[src/rtl/pipe_stall_ctrl.sv]
// Stall/flush controller for a 5-stage pipeline: memory waits, load-use bubbles and
// branch flushes, with a bounded memory-wait timeout and a saturating stall counter.
module pipe_stall_ctrl #(
  parameter int unsigned MEM_TIMEOUT = 16,
  parameter int unsigned CNT_W       = 32
) (
  input  logic             i_clk,
  input  logic             i_rst,
  input  logic [4:0]       i_id_rs,
  input  logic [4:0]       i_id_rt,
  input  logic             i_id_uses_rt,
  input  logic [4:0]       i_ex_rd,
  input  logic             i_ex_memread,
  input  logic             i_mem_memread,
  input  logic             i_mem_memwrite,
  input  logic             i_dmem_ready,
  input  logic             i_branch_taken,
  output logic             o_dmem_req,
  output logic             o_pc_write,
  output logic             o_ifid_write,
  output logic             o_ifid_flush,
  output logic             o_idex_write,
  output logic             o_idex_bubble,
  output logic             o_exmem_write,
  output logic             o_memwb_bubble,
  output logic             o_mem_err,
  output logic [CNT_W-1:0] o_stall_cycles
);

  localparam int unsigned WaitW = $clog2(MEM_TIMEOUT + 1);
  localparam logic [WaitW-1:0] WaitLast = WaitW'(MEM_TIMEOUT - 1);

  typedef enum logic [1:0] {StRun, StMwait, StErr} state_e;

  state_e           r_state;
  logic [WaitW-1:0] r_wait_cnt;
  logic [CNT_W-1:0] r_stall_cycles;

  logic w_acc;
  logic w_err;
  logic w_mstall;
  logic w_lu;

  assign w_acc    = i_mem_memread | i_mem_memwrite;
  assign w_err    = (r_state == StErr);
  assign w_mstall = w_acc & ~i_dmem_ready & ~w_err;
  assign w_lu     = i_ex_memread & (i_ex_rd != 5'd0) &
                    ((i_ex_rd == i_id_rs) | (i_id_uses_rt & (i_ex_rd == i_id_rt)));

  assign o_dmem_req     = w_acc & ~w_err & ~i_rst;
  assign o_mem_err      = w_err & ~i_rst;
  assign o_stall_cycles = r_stall_cycles;

  // Exactly one action per cycle, in priority order.
  always_comb begin
    o_pc_write     = 1'b0;
    o_ifid_write   = 1'b0;
    o_ifid_flush   = 1'b0;
    o_idex_write   = 1'b0;
    o_idex_bubble  = 1'b0;
    o_exmem_write  = 1'b0;
    o_memwb_bubble = 1'b0;
    if (i_rst || w_err) begin
      // everything held off
    end else if (w_mstall) begin
      o_memwb_bubble = 1'b1;
    end else if (w_lu) begin
      o_idex_write  = 1'b1;
      o_idex_bubble = 1'b1;
      o_exmem_write = 1'b1;
    end else begin
      o_pc_write    = 1'b1;
      o_ifid_write  = 1'b1;
      o_idex_write  = 1'b1;
      o_exmem_write = 1'b1;
      o_ifid_flush  = i_branch_taken;
    end
  end

  always_ff @(posedge i_clk) begin
    if (i_rst) begin
      r_state    <= StRun;
      r_wait_cnt <= '0;
    end else begin
      unique case (r_state)
        StRun: begin
          if (w_mstall) begin
            r_state    <= StMwait;
            r_wait_cnt <= WaitW'(1);
          end
        end
        StMwait: begin
          if (i_dmem_ready) begin
            r_state    <= StRun;
            r_wait_cnt <= '0;
          end else if (r_wait_cnt == WaitLast) begin
            r_state <= StErr;
          end else begin
            r_wait_cnt <= r_wait_cnt + WaitW'(1);
          end
        end
        StErr: r_state <= StErr;
        default: r_state <= StErr;
      endcase
    end
  end

  always_ff @(posedge i_clk) begin
    if (i_rst) begin
      r_stall_cycles <= '0;
    end else if (!w_err && !o_pc_write && !(&r_stall_cycles)) begin
      r_stall_cycles <= r_stall_cycles + CNT_W'(1);
    end
  end

endmodule

[config.mk]
export PLATFORM = sky130hd
export DESIGN_NAME = pipe_stall_ctrl
export DESIGN_NICKNAME = d
export VERILOG_FILES = /design/src/rtl/pipe_stall_ctrl.sv
export SDC_FILE = /design/constraint.sdc
export NUM_CORES = 1
export LEC_CHECK = 0
export BUFFER_PORTS_ARGS = -buffer_cell sky130_fd_sc_hd__buf_2
export CAP_MARGIN = 5
export CORE_MARGIN = 2
export CORE_UTILIZATION = 53
export CTS_BUF_LIST = sky130_fd_sc_hd__clkbuf_16
export CTS_CLUSTER_SIZE = 8
export DETAILED_ROUTE_END_ITERATION = 12
export PLACE_DENSITY_LB_ADDON = 0.12
export SKIP_CTS_REPAIR_TIMING = 1
export SLEW_MARGIN = 30
export SYNTH_ARGS = -nofsm -noshare
export SYNTH_HDL_FRONTEND = slang
export SYNTH_SLANG_ARGS = --single-unit
[constraint.sdc]
create_clock -name i_clk -period 2.3 [get_ports i_clk]
set_input_delay 0.23 -clock i_clk [delete_from_list [all_inputs] [get_ports i_clk]]
set_output_delay 0.23 -clock i_clk [all_outputs]
set_load 0.05 [all_outputs]
* Word level (Yosys, flattened, before mapping)
Index checks and enable logic that the tools add are counted.
W data, S select, Z words.
** Operators by class
- Reduce and logical (&&, ||, !) cells :: 12
- Mux-type cells :: 21
- Bitwise logic cells :: 13
- Add/subtract/negate cells :: 2
- Eq/ne operators :: 8
** Operator list (number)
- $add A32 B1 Y32 const B :: 1
- $reduce_and A32 Y1 :: 1
- $mux W5 :: 3
- $mux W1 :: 13
- $eq A5 B5 Y1 :: 2
- $pmux W5 S2 :: 1
- $and A1 B1 Y1 :: 8
- $mux W2 :: 3
- $ne A3 B3 Y1 const B :: 2
- $add A5 B1 Y5 const B :: 1
- $eq A5 B4 Y1 const B :: 1
- $reduce_bool A5 Y1 :: 1
- $pmux W2 S2 :: 1
- $logic_not A1 Y1 :: 3
- $not A1 Y1 :: 3
- $reduce_and A3 Y1 :: 1
- $eq A2 B1 Y1 const B :: 1
- $eq A2 B2 Y1 const B :: 1
- $logic_and A1 B1 Y1 :: 2
- $logic_not A2 Y1 :: 1
- $ne A2 B2 Y1 const B :: 1
- $or A1 B1 Y1 :: 2
- $reduce_and A2 Y1 :: 1
- $reduce_bool A2 Y1 :: 1
- $logic_or A1 B1 Y1 :: 1
** Storage, ports and cells
- Register bits :: 39

* Longest topological paths before layout
- Depth after elaboration :: 10
- Gate-level depth with buffers :: 11
- Mapped depth without buffers :: 8

* Worst setup path after synthesis
OpenSTA, ideal clock, no wires.
- Path kind :: input port to output port
- From :: input i_ex_rd[1]
- To :: output o_ifid_flush
- Path buffers :: 0
- Setup slack :: -0.173 ns
- Arrival time :: 2.243 ns
- Cell stages on the path :: 5
- Path through :: or4_1 -> o21ai_1 -> nor2b_1 -> nor2_1 -> and2_1
** On the way
- Cells in the longest elaborated chain, start to end :: 7
** RTL lines
- from (decl) :: line 12 : input logic [4:0] i_ex_rd,
- $eq A5 B5 Y1 :: line 48 : ((i_ex_rd == i_id_rs) | (i_id_uses_rt & (i_ex_rd == i_id_rt)));
- $and A1 B1 Y1 :: line 48
- $or A1 B1 Y1 :: line 48
- $and A1 B1 Y1 * :: line 47 : assign w_lu = i_ex_memread & (i_ex_rd != 5'd0) &
- $mux W1 * :: line 67 : end else if (w_lu) begin
- $mux W1 * :: line 65 : end else if (w_mstall) begin
- $mux W1 * :: line 63 : if (i_rst || w_err) begin
- to (decl) :: line 21 : output logic o_ifid_flush,
Every way passes the cells marked *; elsewhere a longest branch is shown, timed or not.

* Worst setup path in the final report
- From :: register r_stall_cycles[16], in the netlist o_stall_cycles[16]
- To :: register r_stall_cycles[28], in the netlist o_stall_cycles[28]
** On the way
- Cells in the longest elaborated chain, start to end :: 3
** RTL lines
- from (decl) :: line 37 : logic [CNT_W-1:0] r_stall_cycles;
- from (signal assigned) :: line 112 : r_stall_cycles <= r_stall_cycles + CNT_W'(1);
- branches (longest 3 deep; another with $add A32 B1 Y32)
Several ways; the timed one is not identified.
A chain may end at the register's enable or synchronous reset.

==> flow_summary.ini <==
[outcome]
result_of_the_run = finished, final reports clean

[final_layout]
antenna_cells_inserted = 0
multiInputGateArea_mm2 = 0.001455
final_layout_size_suffix_gt1_frac = 0.3456
flow.area_growth_from_synthesis_pct = 23.05
nFillCells = 381
num-nets-final = 380
seq_area_um2 = 810.8
utilization = 0.6751

[flow_run]
maximum_capacitance_violations = 0

[global_route]
globalRouteOverflowTotal = 0
grt_antenna_before_repair = 0
grt_pass1_vias = 2079
grt_pass1_wl_um = 9045
overall_track_demand_over_capacity_in_global_routing = 0.2157
maximum_number_of_pins_on_one_net_before_global_route_repair = 57

[routing]
route.met2.wl_um = 2610
post-route-drc-count = 0
drtIter0Drc = 137
wl_met3_um = 295
route.detailed.vias_per_inst = 5.760
maxUsedRoutingLayer = met4
route.detailed.wl_per_inst_um = 13.25
drt-met1-wl_um = 2444
detailedRoute.firstPassIterationCount = 4
antenna_violating_nets_left = 0
drt_wl_total_um = 5365
num_vias = 2333

[sta]
timing.slew.headroom = 0.6297
rsz0062_at_grt = no
final.min_clock_period_ps = 2140
finalMaxSlewViolations = 0
fin_crit_sh = 0.9302
clock_skew_ps = 4.445
setup_viol_count_final = 0
worst_pin_slew_ps = 555.4
report.final.hold_viol_count = 0
max_clock_freq_ghz = 0.4674
tns_ps = 0

[worst_setup_path]
crit_chain = and4_1 -> nand2_1 -> nor4_1 -> o211ai_1 -> buf_4 -> or4_1 -> nand2_1
path_common_cell = sky130_fd_sc_hd__nand2_1
max_stage_delay_ps = 390
criticalPathCategory = flip-flop to flip-flop
critical_path_peak_fanout = 7
reg2reg_to = o_stall_cycles[28]
crit_arrival_ps = 2360
slowest_stage = sky130_fd_sc_hd__or4_1
worstPathRequired_ps = 2520
critical_path.reg2reg.startpoint = o_stall_cycles[16]
r2r.worst_path.cells = 7
minimum_setup_slack_among_reg_to_reg_paths_ps = 160
critPathLaunchType = flip-flop
endpoint_kind = flip-flop

[synth]
ys_types = 46
ys_seq_elements = 39
ys.warnings.count = 0
synthesis.area_per_instance_um2 = 8.209
syn_area_mm2 = 0.002372
syn-instance-count = 289
syn_nets = 315
synth_seq_area_share = 0.3291

[pwr]
largest_vdd_supply_drop_v = 0.0004375
power_leakage_nw = 1.214
p_per_area_mw_per_mm2 = 525.0

[cts]
cts-buffers-inserted = 5
cts_max_path_buffers = 2
htree_levels = 2
cts.sinks = 39
clkSlewWorstSetupHoldPaths_ps = 50
cts_tree = done
clock-root-buffer = sky130_fd_sc_hd__clkbuf_16
clock_latency_ps = 280

[floorplan]
die_w_um = 70.90
placementRows = 24
core_mm2 = 0.004324
vert_die_dim_um = 70.90
ioPinCount = 64
floorplan.initialDensity = 0.5486
fp.dieArea_mm2 = 0.005027

[worst_hold_path]
hold_class = input pin to flip-flop
worstHoldStart = i_mem_memread
min_delay_worst_endpoint = r_state[0]
worstHoldPathCells = 2

[place]
dp.final_hpwl_um = 3835
portBuffers = 63
place.gp.congestion = 0.8533
critical path: cells and delay by family, from the launching register on:
family	cells	cell delay [ps]
compound gates	1	300
buf+inv	1	220
flops	1	380
simple gates	5	1200
worst max-delay path by stage:
stage	from	endpoint	slack (ps)	cells after the start
CTS	o_stall_cycles[2]	o_stall_cycles[29]	130	6
global route	o_stall_cycles[2]	o_stall_cycles[28]	20	7
floorplan	o_stall_cycles[2]	o_stall_cycles[29]	50	7
detailed placement	o_stall_cycles[2]	o_stall_cycles[29]	130	6
global placement	i_dmem_ready	o_stall_cycles[10]	200	9
finish	o_stall_cycles[16]	o_stall_cycles[28]	160	7
Yosys cell counts (all sizes together):
master	number	area share
and3	11	0.033
a31oi	1	0.0026
nand3	14	0.030
or4	20	0.063
o22ai	1	0.0026
nor2	23	0.036
inv	7	0.011
o41ai	1	0.0037
nor2b	17	0.046
nor4	9	0.024
or2	1	0.0026
nand3b	2	0.0063
mux2i	1	0.0042
nor4b	1	0.0063
ha	3	0.016
a2111oi	2	0.0074
nor3	8	0.017
xor2	1	0.0037
nand4	6	0.016
o21ba	1	0.0042
o21ai	10	0.023
buf	13	0.043
o31ai	14	0.044
and4	4	0.015
clkbuf	6	0.0095
o31a	1	0.0037
o211ai	1	0.0032
a21oi	22	0.048
o21a	1	0.0032
mux2	12	0.057
and2	3	0.0079
nand2	20	0.032
xnor2	10	0.037
dfxtp	39	0.33
or3	3	0.010
routing by layer:
metal / up-vias / global-route usage
met3: 2 / 0.05413
met5: - / 0
met1: 1067 / 0.2764
met2: 66 / 0.3697
met4: 0 / 0.04403
li1: 1198 / -
placed cells by master (no fill, tap or decap), types with 2 or more instances in the layout:
cell type	netlist	final
sky130_fd_sc_hd__nand3_1	14	14
sky130_fd_sc_hd__nor4_1	9	8
sky130_fd_sc_hd__nor3_1	8	7
sky130_fd_sc_hd__or3_1	2	2
sky130_fd_sc_hd__dfxtp_2	0	24
sky130_fd_sc_hd__and3_1	9	9
sky130_fd_sc_hd__and2_1	3	3
sky130_fd_sc_hd__nand4_1	6	6
sky130_fd_sc_hd__or4_1	20	20
sky130_fd_sc_hd__xnor2_1	10	10
sky130_fd_sc_hd__o31ai_1	14	14
sky130_fd_sc_hd__nand3b_1	2	2
sky130_fd_sc_hd__dfxtp_1	39	15
sky130_fd_sc_hd__mux2_2	4	4
sky130_fd_sc_hd__and4_1	4	4
sky130_fd_sc_hd__a21oi_1	21	21
sky130_fd_sc_hd__o21ai_1	4	4
sky130_fd_sc_hd__nand2_1	20	20
sky130_fd_sc_hd__inv_1	6	7
sky130_fd_sc_hd__a2111oi_0	2	2
sky130_fd_sc_hd__buf_2	3	63
sky130_fd_sc_hd__o21ai_0	5	5
sky130_fd_sc_hd__buf_4	3	13
sky130_fd_sc_hd__and3_4	2	2
sky130_fd_sc_hd__mux2_1	8	8
sky130_fd_sc_hd__clkbuf_16	0	5
sky130_fd_sc_hd__ha_1	3	3
sky130_fd_sc_hd__nor2b_1	16	16
sky130_fd_sc_hd__nor2_1	23	22
sequential cells by signal, indices dropped and copies added (netlist names):
name	count
r_wait_cnt	5
o_stall_cycles	32
r_state	2
where the power goes:
part           internal (W)  total [W]  leakage, nW  switching, W
clock              0.000385   0.000630       0.0669      0.000245
sequential         0.000684   0.000690        0.327    0.00000613
combinational     0.0000741   0.000213        0.820      0.000138
total               0.00114    0.00153         1.21      0.000389
cell families after synthesis:
logic type	after synthesis	share of synthesized area
buf+inv	26	0.06329
xor+xnor	11	0.04061
compound gates	55	0.1456
simple gates	142	0.3444
flops	39	0.3291
fa+ha+maj	3	0.01582
mux	13	0.06118
through the flow:
| stage | power [W] | worst slack (ps) | cell area [um2] | instances | hold WS, ps |
|---|---|---|---|---|---|
| after floorplan | 0.0008474 | 45.76 | 2411 | 289 | 347.9 |
| after global routing | 0.001587 | 23.72 | 2919 | 405 | 201.6 |
| after CTS | 0.001545 | 133.1 | 2899 | 403 | 194.5 |
| final | 0.001532 | 160.5 | 2919 | 405 | 194.2 |
| after detailed placement | 0.0009181 | 132.8 | 2770 | 397 | 473.7 |
| after global placement | 0.0009123 | 200.2 | 2770 | 397 | 469.2 |
area by class of cell:
cell class / count / area share
multi-input cells: 224 / 0.4985
flip-flops and latches: 39 / 0.2778
repair buffers: 77 / 0.1483
clock buffers: 5 / 0.04286
well taps: 52 / 0.02229
inverters: 7 / 0.009001
clock inverters: 1 / 0.001286
Power figures use the tool's default switching activity.
